==> config.mk <==
export PLATFORM = sky130hd
export DESIGN_NAME = fb_display_arbiter_flat
export DESIGN_NICKNAME = d
export VERILOG_FILES = /design/src/rtl/fb_pkg.sv /design/src/rtl/fb_display_arbiter_if.sv /design/src/rtl/fb_addr_gen.sv /design/src/rtl/fb_display_arbiter.sv /design/src/flat_wrapper.sv
export SDC_FILE = /design/constraint.sdc
export NUM_CORES = 1
export LEC_CHECK = 0
export CORE_UTILIZATION = 43
export DETAILED_ROUTE_END_ITERATION = 8
export PLACE_DENSITY_LB_ADDON = 0.2
export SLEW_MARGIN = 30
export SYNTH_ARGS = -nofsm -noshare
export SYNTH_HDL_FRONTEND = slang
export SYNTH_SLANG_ARGS = --single-unit
==> constraint.sdc <==
create_clock -name clk_100MHz -period 1.95 [get_ports clk_100MHz]
set_clock_uncertainty 0.1 [all_clocks]
set_input_delay 0.39 -clock clk_100MHz [delete_from_list [all_inputs] [get_ports clk_100MHz]]
set_output_delay 0.39 -clock clk_100MHz [all_outputs]
set_load 0.02 [all_outputs]
==> src/rtl/fb_pkg.sv <==
// ---------------------------------------------------------------------------
// fb_pkg
// Purpose : shared constants, FSM state type and helpers for the frame-buffer
//           display arbiter (320x240 4-bit grayscale image, 2x upscaled to
//           a 640x480 scan-out).
// Contents:
//   IMG_W, IMG_H   image geometry in pixels
//   ADDR_W, PIX_W  BRAM address / pixel widths
//   IMG_PIXELS     number of stored pixels (first out-of-image address)
//   fb_state_t     arbiter FSM states (FILL=0, ARMED=1, SHOW=2)
//   in_image()     true when a BRAM address lies inside the image
// ---------------------------------------------------------------------------
package fb_pkg;

  localparam int IMG_W  = 320;
  localparam int IMG_H  = 240;
  localparam int ADDR_W = 17;
  localparam int PIX_W  = 4;

  localparam logic [ADDR_W-1:0] IMG_PIXELS = ADDR_W'(IMG_W * IMG_H);

  typedef enum logic [1:0] {
    FILL  = 2'd0,  // display idle, output forced black
    ARMED = 2'd1,  // a completed frame exists, waiting for a frame boundary
    SHOW  = 2'd2   // scan-out active, terminal until reset
  } fb_state_t;

  // Writer addresses at or beyond the image end are accepted but never
  // reach the BRAM port.
  function automatic logic in_image(input logic [ADDR_W-1:0] addr);
    return (addr < IMG_PIXELS);
  endfunction

endpackage

==> src/rtl/fb_display_arbiter_if.sv <==
// ---------------------------------------------------------------------------
// fb_display_arbiter_if
// Purpose : bundles the pixel-writer handshake and the single BRAM port that
//           the arbiter owns.
// Signals :
//   wr_valid   writer request
//   wr_ready   writer grant (combinational from the arbiter)
//   wr_addr    writer pixel address
//   wr_data    writer pixel value
//   bram_en    BRAM enable (registered)
//   bram_we    BRAM write enable (registered)
//   bram_addr  BRAM address (registered)
//   bram_wdata BRAM write data (registered)
//   bram_rdata BRAM read data, one clock after the enabled read
// Modports:
//   slave  - arbiter side (consumes writer requests, drives the BRAM port)
//   master - environment side (pixel writer plus the BRAM itself)
// ---------------------------------------------------------------------------
interface fb_display_arbiter_if;
  import fb_pkg::*;

  logic              wr_valid;
  logic              wr_ready;
  logic [ADDR_W-1:0] wr_addr;
  logic [PIX_W-1:0]  wr_data;

  logic              bram_en;
  logic              bram_we;
  logic [ADDR_W-1:0] bram_addr;
  logic [PIX_W-1:0]  bram_wdata;
  logic [PIX_W-1:0]  bram_rdata;

  modport slave (
    input  wr_valid,
    input  wr_addr,
    input  wr_data,
    output wr_ready,
    output bram_en,
    output bram_we,
    output bram_addr,
    output bram_wdata,
    input  bram_rdata
  );

  modport master (
    output wr_valid,
    output wr_addr,
    output wr_data,
    input  wr_ready,
    input  bram_en,
    input  bram_we,
    input  bram_addr,
    input  bram_wdata,
    output bram_rdata
  );

endinterface

==> src/rtl/fb_addr_gen.sv <==
// ---------------------------------------------------------------------------
// fb_addr_gen
// Purpose : combinational mapping from the halved scan position to the
//           frame-buffer address, addr = row * IMG_W + col, where row = y>>1
//           and col = x>>1 are supplied already halved by the caller.
//           The multiply by 320 is built as (row<<8) + (row<<6), so no
//           multiplier is inferred. For row <= 239 and col <= 319 the result
//           is at most 76799 and fits ADDR_W without overflow.
// Ports   :
//   i_col   [8:0]        image column (display x >> 1)
//   i_row   [8:0]        image row    (display y >> 1)
//   o_addr  [ADDR_W-1:0] BRAM address of that image pixel
// ---------------------------------------------------------------------------
module fb_addr_gen
  import fb_pkg::*;
(
  input  logic [8:0]        i_col,
  input  logic [8:0]        i_row,
  output logic [ADDR_W-1:0] o_addr
);

  logic [ADDR_W-1:0] w_row_x256;
  logic [ADDR_W-1:0] w_row_x64;
  logic [ADDR_W-1:0] w_col;

  // 320 = 256 + 64; the shifts are hard-wired to that image width.
  assign w_row_x256 = ADDR_W'({i_row, 8'd0});
  assign w_row_x64  = ADDR_W'({i_row, 6'd0});
  assign w_col      = ADDR_W'(i_col);

  assign o_addr = w_row_x256 + w_row_x64 + w_col;

endmodule

==> src/rtl/fb_display_arbiter.sv <==
// ---------------------------------------------------------------------------
// fb_display_arbiter
// Purpose : shares one single-port frame-buffer BRAM between the Sobel pixel
//           writer and the VGA/HDMI scan-out. Display fetches, issued in
//           lock-step with the pixel tick, always own the port; writer
//           accesses use every other cycle. The display stays black until a
//           completed frame has been reported and a frame boundary has passed.
// Ports   :
//   clk_100MHz  system clock
//   reset       asynchronous, active-high reset
//   p_tick      pixel-clock enable (1 cycle in 4)
//   video_on    active display area
//   x, y        current scan column / row (640x480 space)
//   done        Sobel frame-complete pulse
//   bus         writer handshake + BRAM port (slave modport)
//   pix_out     display pixel, fed to R, G and B of the output stage
//   state       FSM state, debug only
// Timing  : decision at T, port registers at T+1, bram_rdata at T+2,
//           pix_out updated at T+3 and held until the next fetch.
// ---------------------------------------------------------------------------
module fb_display_arbiter
  import fb_pkg::*;
(
  input  logic                 clk_100MHz,
  input  logic                 reset,
  input  logic                 p_tick,
  input  logic                 video_on,
  input  logic [9:0]           x,
  input  logic [9:0]           y,
  input  logic                 done,
  fb_display_arbiter_if.slave  bus,
  output logic [PIX_W-1:0]     pix_out,
  output logic [1:0]           state
);

  // Number of clocks from the port registers to the pix_out capture.
  localparam int RD_LAT = 2;

  // -------------------------------------------------------------------------
  // FSM
  // -------------------------------------------------------------------------
  fb_state_t r_state;
  fb_state_t w_state_next;
  logic      w_frame_start;

  assign w_frame_start = p_tick & (x == 10'd0) & (y == 10'd0);

  always_ff @(posedge clk_100MHz or posedge reset) begin
    if (reset) begin
      r_state <= FILL;
    end else begin
      r_state <= w_state_next;
    end
  end

  // A done coinciding with a frame start in FILL only arms; scan-out starts
  // at the following frame start so the first shown frame is never torn.
  always_comb begin
    w_state_next = r_state;
    case (r_state)
      FILL:    if (done) w_state_next = ARMED;
      ARMED:   if (w_frame_start) w_state_next = SHOW;
      SHOW:    w_state_next = SHOW;
      default: w_state_next = FILL;
    endcase
  end

  // -------------------------------------------------------------------------
  // Fetch address and arbitration
  // -------------------------------------------------------------------------
  logic [ADDR_W-1:0] w_fetch_addr;
  logic              w_fetch;
  logic              w_wr_ready;
  logic              w_wr_accept;
  logic              w_wr_in_image;
  logic              w_unused_y0;

  // Halving x and y gives both pixel doubling (odd columns hold the pixel)
  // and line doubling (odd rows repeat the even-row addresses).
  fb_addr_gen u_addr_gen (
    .i_col  (x[9:1]),
    .i_row  (y[9:1]),
    .o_addr (w_fetch_addr)
  );

  // Row parity never matters: odd rows simply re-fetch the even row.
  assign w_unused_y0 = y[0];

  // Fetch only on even columns; the odd column reuses the captured pixel.
  assign w_fetch = (r_state == SHOW) & p_tick & video_on & ~x[0];

  // Grant is combinational so the writer sees the refusal in the same cycle
  // the display claims the port.
  assign w_wr_ready    = ~reset & ~w_fetch;
  assign w_wr_accept   = bus.wr_valid & w_wr_ready;
  assign w_wr_in_image = in_image(bus.wr_addr);

  assign bus.wr_ready = w_wr_ready;

  // -------------------------------------------------------------------------
  // BRAM port registers
  // -------------------------------------------------------------------------
  logic              r_bram_en;
  logic              r_bram_we;
  logic [ADDR_W-1:0] r_bram_addr;
  logic [PIX_W-1:0]  r_bram_wdata;

  logic              w_bram_en_next;
  logic              w_bram_we_next;
  logic [ADDR_W-1:0] w_bram_addr_next;
  logic [PIX_W-1:0]  w_bram_wdata_next;

  // Address/data hold their last value on idle cycles to avoid needless
  // toggling; only en/we are forced low.
  always_comb begin
    w_bram_en_next    = 1'b0;
    w_bram_we_next    = 1'b0;
    w_bram_addr_next  = r_bram_addr;
    w_bram_wdata_next = r_bram_wdata;
    if (w_fetch) begin
      w_bram_en_next   = 1'b1;
      w_bram_addr_next = w_fetch_addr;
    end else if (w_wr_accept && w_wr_in_image) begin
      w_bram_en_next    = 1'b1;
      w_bram_we_next    = 1'b1;
      w_bram_addr_next  = bus.wr_addr;
      w_bram_wdata_next = bus.wr_data;
    end
  end

  always_ff @(posedge clk_100MHz or posedge reset) begin
    if (reset) begin
      r_bram_en    <= 1'b0;
      r_bram_we    <= 1'b0;
      r_bram_addr  <= '0;
      r_bram_wdata <= '0;
    end else begin
      r_bram_en    <= w_bram_en_next;
      r_bram_we    <= w_bram_we_next;
      r_bram_addr  <= w_bram_addr_next;
      r_bram_wdata <= w_bram_wdata_next;
    end
  end

  assign bus.bram_en    = r_bram_en;
  assign bus.bram_we    = r_bram_we;
  assign bus.bram_addr  = r_bram_addr;
  assign bus.bram_wdata = r_bram_wdata;

  // -------------------------------------------------------------------------
  // Read-valid pipeline and pixel capture
  // -------------------------------------------------------------------------
  // Bit 0 marks a read on the port, bit 1 marks its data on bram_rdata.
  // Clearing it on reset drops any read that was in flight.
  logic [RD_LAT-1:0] r_rd_valid;
  logic [PIX_W-1:0]  r_pix;

  always_ff @(posedge clk_100MHz or posedge reset) begin
    if (reset) begin
      r_rd_valid <= '0;
    end else begin
      r_rd_valid <= {r_rd_valid[RD_LAT-2:0], w_fetch};
    end
  end

  always_ff @(posedge clk_100MHz or posedge reset) begin
    if (reset) begin
      r_pix <= '0;
    end else if (r_rd_valid[RD_LAT-1]) begin
      r_pix <= bus.bram_rdata;
    end
  end

  // Before SHOW no fetch is ever issued, so r_pix stays at its reset value
  // and the display is black.
  assign pix_out = r_pix;
  assign state   = r_state;

endmodule

==> src/flat_wrapper.sv <==
// flat-port wrapper written by rule: the top's interface ports become plain ports
module fb_display_arbiter_flat import fb_pkg::*;
  (clk_100MHz, reset, p_tick, video_on, x, y, done, pix_out, state, bus_wr_valid, bus_wr_addr, bus_wr_data, bus_wr_ready, bus_bram_en, bus_bram_we, bus_bram_addr, bus_bram_wdata, bus_bram_rdata);
  fb_display_arbiter_if bus_i ();
  input  logic clk_100MHz;
  input  logic reset;
  input  logic p_tick;
  input  logic video_on;
  input  logic [9:0] x;
  input  logic [9:0] y;
  input  logic done;
  output logic [PIX_W-1:0] pix_out;
  output logic [1:0] state;
  input wire logic [$bits(bus_i.wr_valid)-1:0] bus_wr_valid;
  input wire logic [$bits(bus_i.wr_addr)-1:0] bus_wr_addr;
  input wire logic [$bits(bus_i.wr_data)-1:0] bus_wr_data;
  output wire logic [$bits(bus_i.wr_ready)-1:0] bus_wr_ready;
  output wire logic [$bits(bus_i.bram_en)-1:0] bus_bram_en;
  output wire logic [$bits(bus_i.bram_we)-1:0] bus_bram_we;
  output wire logic [$bits(bus_i.bram_addr)-1:0] bus_bram_addr;
  output wire logic [$bits(bus_i.bram_wdata)-1:0] bus_bram_wdata;
  input wire logic [$bits(bus_i.bram_rdata)-1:0] bus_bram_rdata;
  assign bus_i.wr_valid = bus_wr_valid;
  assign bus_i.wr_addr = bus_wr_addr;
  assign bus_i.wr_data = bus_wr_data;
  assign bus_wr_ready = bus_i.wr_ready;
  assign bus_bram_en = bus_i.bram_en;
  assign bus_bram_we = bus_i.bram_we;
  assign bus_bram_addr = bus_i.bram_addr;
  assign bus_bram_wdata = bus_i.bram_wdata;
  assign bus_i.bram_rdata = bus_bram_rdata;
  fb_display_arbiter u_core (.clk_100MHz(clk_100MHz), .reset(reset), .p_tick(p_tick), .video_on(video_on), .x(x), .y(y), .done(done), .bus(bus_i), .pix_out(pix_out), .state(state));
endmodule
Word-level counts from Yosys, hierarchy flattened:

Cells that the tools add are included.

* register bits after elaboration: 31
* input port bits: 51
* word-level logic and storage cells: 39

* add/subtract/negate cells: 2
* $lt $le $gt $ge: 1
* eq/ne operators: 4
* mux-type cells: 8
* bitwise operators: 10
* reductions and logical operators: 7

Operator list (count)
* 17-bit two-way mux: 2
* 10-bit logical NOT: 2
* 17-bit by 15-bit adder with 17-bit output: 1
* 17-bit by 9-bit adder with 17-bit output: 1
* 17-bit < comparator, second input constant: 1
* 1-bit bitwise AND: 7
* 2-bit one-hot mux with 3 select lines: 1
* 2-bit two-way mux: 2
* 2-bit AND reduction: 2
* 1-bit two-way mux: 3
* 1-bit inverter: 3
* 2-bit by 1-bit equality test with 1-bit output, second input constant: 1
* 2-bit equality test, second input constant: 1
* 2-bit logical NOT: 1
* 2-bit by 1-bit != test with 1-bit output, second input constant: 1
* 2-bit != test, second input constant: 1
* 2-bit nonzero test: 1
* 1-bit logical AND: 1

Longest topological paths before layout:

* depth in word-level cells: 10
* mapped depth: 9
* depth with buffers taken out: 9

Cells and area by module:

Synthesis repeated with hierarchy kept, for this count alone.

* cell total of the unflattened synthesis: 199
* area total of the unflattened synthesis: 2050.7 um^2

By module, submodules not included
* fb_display_arbiter: instances 1, cells each 132, area each 1471.4 um^2, seq. area each 775.7 um^2
* fb_addr_gen: instances 1, cells each 67, area each 579.3 um^2, seq. area each 0.0 um^2

Least setup slack after synthesis:

No wires, ideal clock.

* path type: input -> register
* from: in y[1]
* to: reg u_core.r_bram_addr[16], in the netlist u_core.bus.bram_addr[16]
* library setup time: 120 ps
* arrival time: 2260 ps
* data required time: 1730 ps
* path slack: -530 ps
* cell stages on the path: 9
* path through: inv_1 > fa_1 > inv_1 > ha_1 > a21o_1 > nand4_1 > a21oi_1 > or3_1 > a31o_2

* cells in the longest elaborated chain, start to end: 3

RTL lines
* start: declaration: line flat_wrapper.sv:10 `input logic [9:0] y;`
* 17-bit by 15-bit adder with 17-bit output: line fb_addr_gen.sv:31 `assign o_addr = w_row_x256 + w_row_x64 + w_col;`
* 17-bit by 9-bit adder with 17-bit output: line fb_addr_gen.sv:31
* 17-bit two-way mux: line fb_display_arbiter.sv:120 `if (w_fetch) begin`
* end signal: assignment: line fb_display_arbiter.sv:140 `r_bram_addr <= w_bram_addr_next;`
* end: declaration: line fb_display_arbiter.sv:105 `logic [ADDR_W-1:0] r_bram_addr;`

No other way between the ends.
A chain may end at the register's enable or synchronous reset.

Final worst setup path:

* from: in y[5]
* to: reg u_core.r_bram_addr[16], in the netlist u_core.bus.bram_addr[16]

Same word-level chain as after synthesis.

==> impl_metrics.py <==
metrics = {
    "status": {
        "status": "finished, violations left",
        "violations": "negative setup slack",
    },
    "clock_network": {
        "h-tree-depth": 2,
        "clock_sink_count": 31,
        "cts_root_buf": "clkbuf_8",
        "cts_buffers": 5,
        "cts_buffer_depth": 2,
        "cts_tree": "built",
        "clk_latency_ns": 0.29,
        "clkTransAtPathRegs_ns": 0.07,
        "ctsHoldBuffers": 0,
    },
    "die": {
        "dieHeight_um": 69.55,
        "die_x_um": 69.55,
        "initial_core_util_pct": 44.75,
        "pin_count": 81,
        "core_mm2": 0.004384,
        "dieArea_mm2": 0.004837,
        "fp-row-count": 24,
    },
    "yosys": {
        "synth-seq-cells": 31,
        "yosys.area.top_type_share_pct": 39.54,
        "syn-num-nets": 263,
        "yosysMostFrequentCell": "dfrtp_1",
        "synth_edf_count": 0,
        "yosys-top-cells-area": "dfrtp_1 40%, ha_1 13%, mux2i_1 8.2%",
        "synth_compound_area_share_pct": 13.52,
        "synth_common_cells": "31 x dfrtp_1, 20 x ha_1, 20 x nand2_1",
        "synthMuxAreaShare_pct": 13.90,
        "syn_area_per_cell_um2": 10.33,
        "synth_cell_types": 32,
        "syn_area_mm2": 0.001962,
        "yosys.area_share.simple_pct": 12.12,
        "postSynthCellCount": 190,
        "postSynth.asyncResetShare_pct": 100.0,
        "synth_top_flop_cell": "dfrtp_1",
        "synthXorXnorAreaFrac_pct": 1.786,
        "yosys.area_share.adder_pct": 14.80,
        "synth_top_family_by_area": "adder cells",
        "seq_area_frac_synth_pct": 39.54,
        "synth_top_area_cell": "dfrtp_1",
        "ys_warn_count": 0,
    },
    "critical_path": {
        "regToRegSetupSlack_ns": 0.19,
        "critPathRequiredTime_ns": 2.03,
        "rr_endpoint": "u_core.bus.bram_addr[15]",
        "r2r_cells": 8,
        "critical_path_arrival_ns": 2.31,
        "cp-start-kind": "input port",
        "critPathCaptureType": "flip-flop",
        "crit_fanout": 2,
        "crit_type": "in -> reg",
        "reg2reg_from": "u_core.state[0]",
    },
    "grt": {
        "met1_usage_pct": 29.69,
        "grt_max_degree": 24,
        "grtUsageMet2_pct": 41.64,
        "first_global_vias": 1952,
        "top_usage_layer": "met2",
        "grtUsageMet3_pct": 5.814,
        "grt_usage_pct": 24.23,
        "grt_pass1_wl_mm": 9.156,
        "antenna_found_initial": 0,
        "overflow": 0,
    },
    "worst_hold_path": {
        "min_path_cells": 0,
        "hp-class": "reg -> reg",
        "hold_end": "u_core.r_rd_valid[1]",
        "hp-start": "u_core.r_rd_valid[0]",
    },
    "detailed_routing": {
        "route.antenna.remaining_nets": 0,
        "firstDrtPassIters": 4,
        "wire_per_inst_um": 16.09,
        "vias_per_cell": 5.347,
        "dr.first_iter.drc_count": 81,
        "via_count": 1973,
        "routed_wirelength_mm": 5.937,
        "drc": 0,
    },
    "timing": {
        "fin_crit_ns": 2.231,
        "slew_headroom_pct": 75.60,
        "tns_ns": -0.8934,
        "fmax_mhz": 448.1,
        "hold_viol_final": 0,
        "fin_crit_sh_pct": 114.4,
        "setup_ws_ns": -0.2815,
        "tightestPinTransition_ns": 0.3660,
        "slew_violations": 0,
        "grt_setup_unrepaired": "true",
        "setup-violations-final": 5,
    },
    "cells_and_area": {
        "layout.nets": 389,
        "final_core_util_pct": 78.31,
        "drive_gt1_share_pct": 32.18,
        "area_growth_syn_to_layout_pct": 75.00,
        "diodes": 0,
    },
    "power_and_ir_drop": {
        "ir_worst_vdd_v": 0.0004708,
        "p_total_w": 0.003428,
        "p_leak_nw": 1.555,
        "power_density_mw_per_mm2": 998.4,
    },
    "job": {
        "max_cap_violations": 0,
    },
    "placed_design": {
        "io_buffers": 80,
        "place_congestion": 0.8403,
        "hpwl_mm": 4.167,
    },
}
how the worst max path moves through the flow:
| stage | startpoint | end | slack, ns | depth (start not counted) |
|---|---|---|---|---|
| floorplan | x[9] | u_core.bus.bram_addr[16] | -0.42 | 9 |
| global placement | x[9] | u_core.bus.bram_addr[16] | -1.05 | 10 |
| detailed placement | x[9] | u_core.bus.bram_addr[16] | -1.07 | 10 |
| CTS | x[9] | u_core.bus.bram_addr[16] | -0.27 | 10 |
| global route | y[3] | u_core.bus.bram_addr[16] | -0.36 | 10 |
| finish | y[5] | u_core.bus.bram_addr[16] | -0.28 | 8 |
critical path: stages:
cell	delay [ns]
dlygate4sd2_1	0.26
ha_1	0.29
ha_1	0.33
a21o_1	0.20
a21oi_2	0.19
a21oi_2	0.08
or3_1	0.37
a31o_2	0.20
layout by cell type, fill, tap and decap left out, drive strengths merged, types with 5 or more instances in the layout:
| cell type | Yosys | layout |
|---|---|---|
| nand2 | 20 | 20 |
| inv | 13 | 13 |
| ha | 20 | 20 |
| dfrtp | 31 | 31 |
| a21oi | 11 | 11 |
| nor3 | 5 | 5 |
| buf | 4 | 48 |
| dlygate4sd2 | 0 | 7 |
| nand4 | 5 | 5 |
| mux2 | 10 | 10 |
| clkbuf | 1 | 8 |
| a21o | 7 | 7 |
| clkdlybuf4s50 | 0 | 65 |
| o21ai | 15 | 15 |
| mux2i | 16 | 16 |
cell type report:
cell class	instances	area, µm²
Clock inverter	2	35.03
Timing Repair Buffer	124	1140
Clock buffer	6	82.58
Fill cell	308	950.9
Multi-Input combinational cell	141	1276
Sequential cell	31	775.7
Inverter	13	58.81
Tap cell	52	65.06
per-layer routing:
metal,vias to the layer above,wire [µm]
met1,936,2418
met3,13,429
met2,81,2975
met4,0,114
met5,-,0
li1,943,-
timing repair:
| item | CTS | global route |
|---|---|---|
| resized for setup | 52 | 21 |
| setup endpoints to repair | 23 | 10 |
| buffers inserted | 7 | 1 |
| pin swaps | 23 | 16 |
report_power, final:
group | internal, W | switching (W) | leakage (nW) | total [W]
sequential | 0.000885 | 0.000130 | 0.377 | 0.00102
clock | 0.000413 | 0.000250 | 0.0612 | 0.000664
combinational | 0.000931 | 0.000818 | 1.12 | 0.00175
total | 0.00223 | 0.00120 | 1.55 | 0.00343
logic make-up (layout without fill, tap and decap cells):
group,after synthesis,in the layout
AOI/OAI and AO/OA,41,41
xor gates and xnor gates,4,4
adders and majority gates,22,22
buffers and inverters,18,145
DFF,31,31
muxes,26,26
and+or+nand+nor,48,48
per-stage QoR:
step	std cells	setup WS [ns]	area, µm²	hold WS (ns)
finish	369	-0.2815	3433	0.2504
global placement	353	-1.052	3092	0.2359
floorplan	190	-0.4202	1981	0.2312
global route	369	-0.3553	3433	0.2555
CTS	368	-0.2724	3353	0.2505
detailed placement	353	-1.070	3092	0.2356
state kept, by name, indices dropped and copies added, names as in the netlist:
| signal | cells |
|---|---|
| u_core.bus.bram_we | 1 |
| u_core.state | 2 |
| u_core.bus.bram_wdata | 4 |
| u_core.bus.bram_en | 1 |
| u_core.r_rd_valid | 2 |
| u_core.pix_out | 4 |
| u_core.bus.bram_addr | 17 |
No activity file was read; power rests on OpenSTA's default activity.
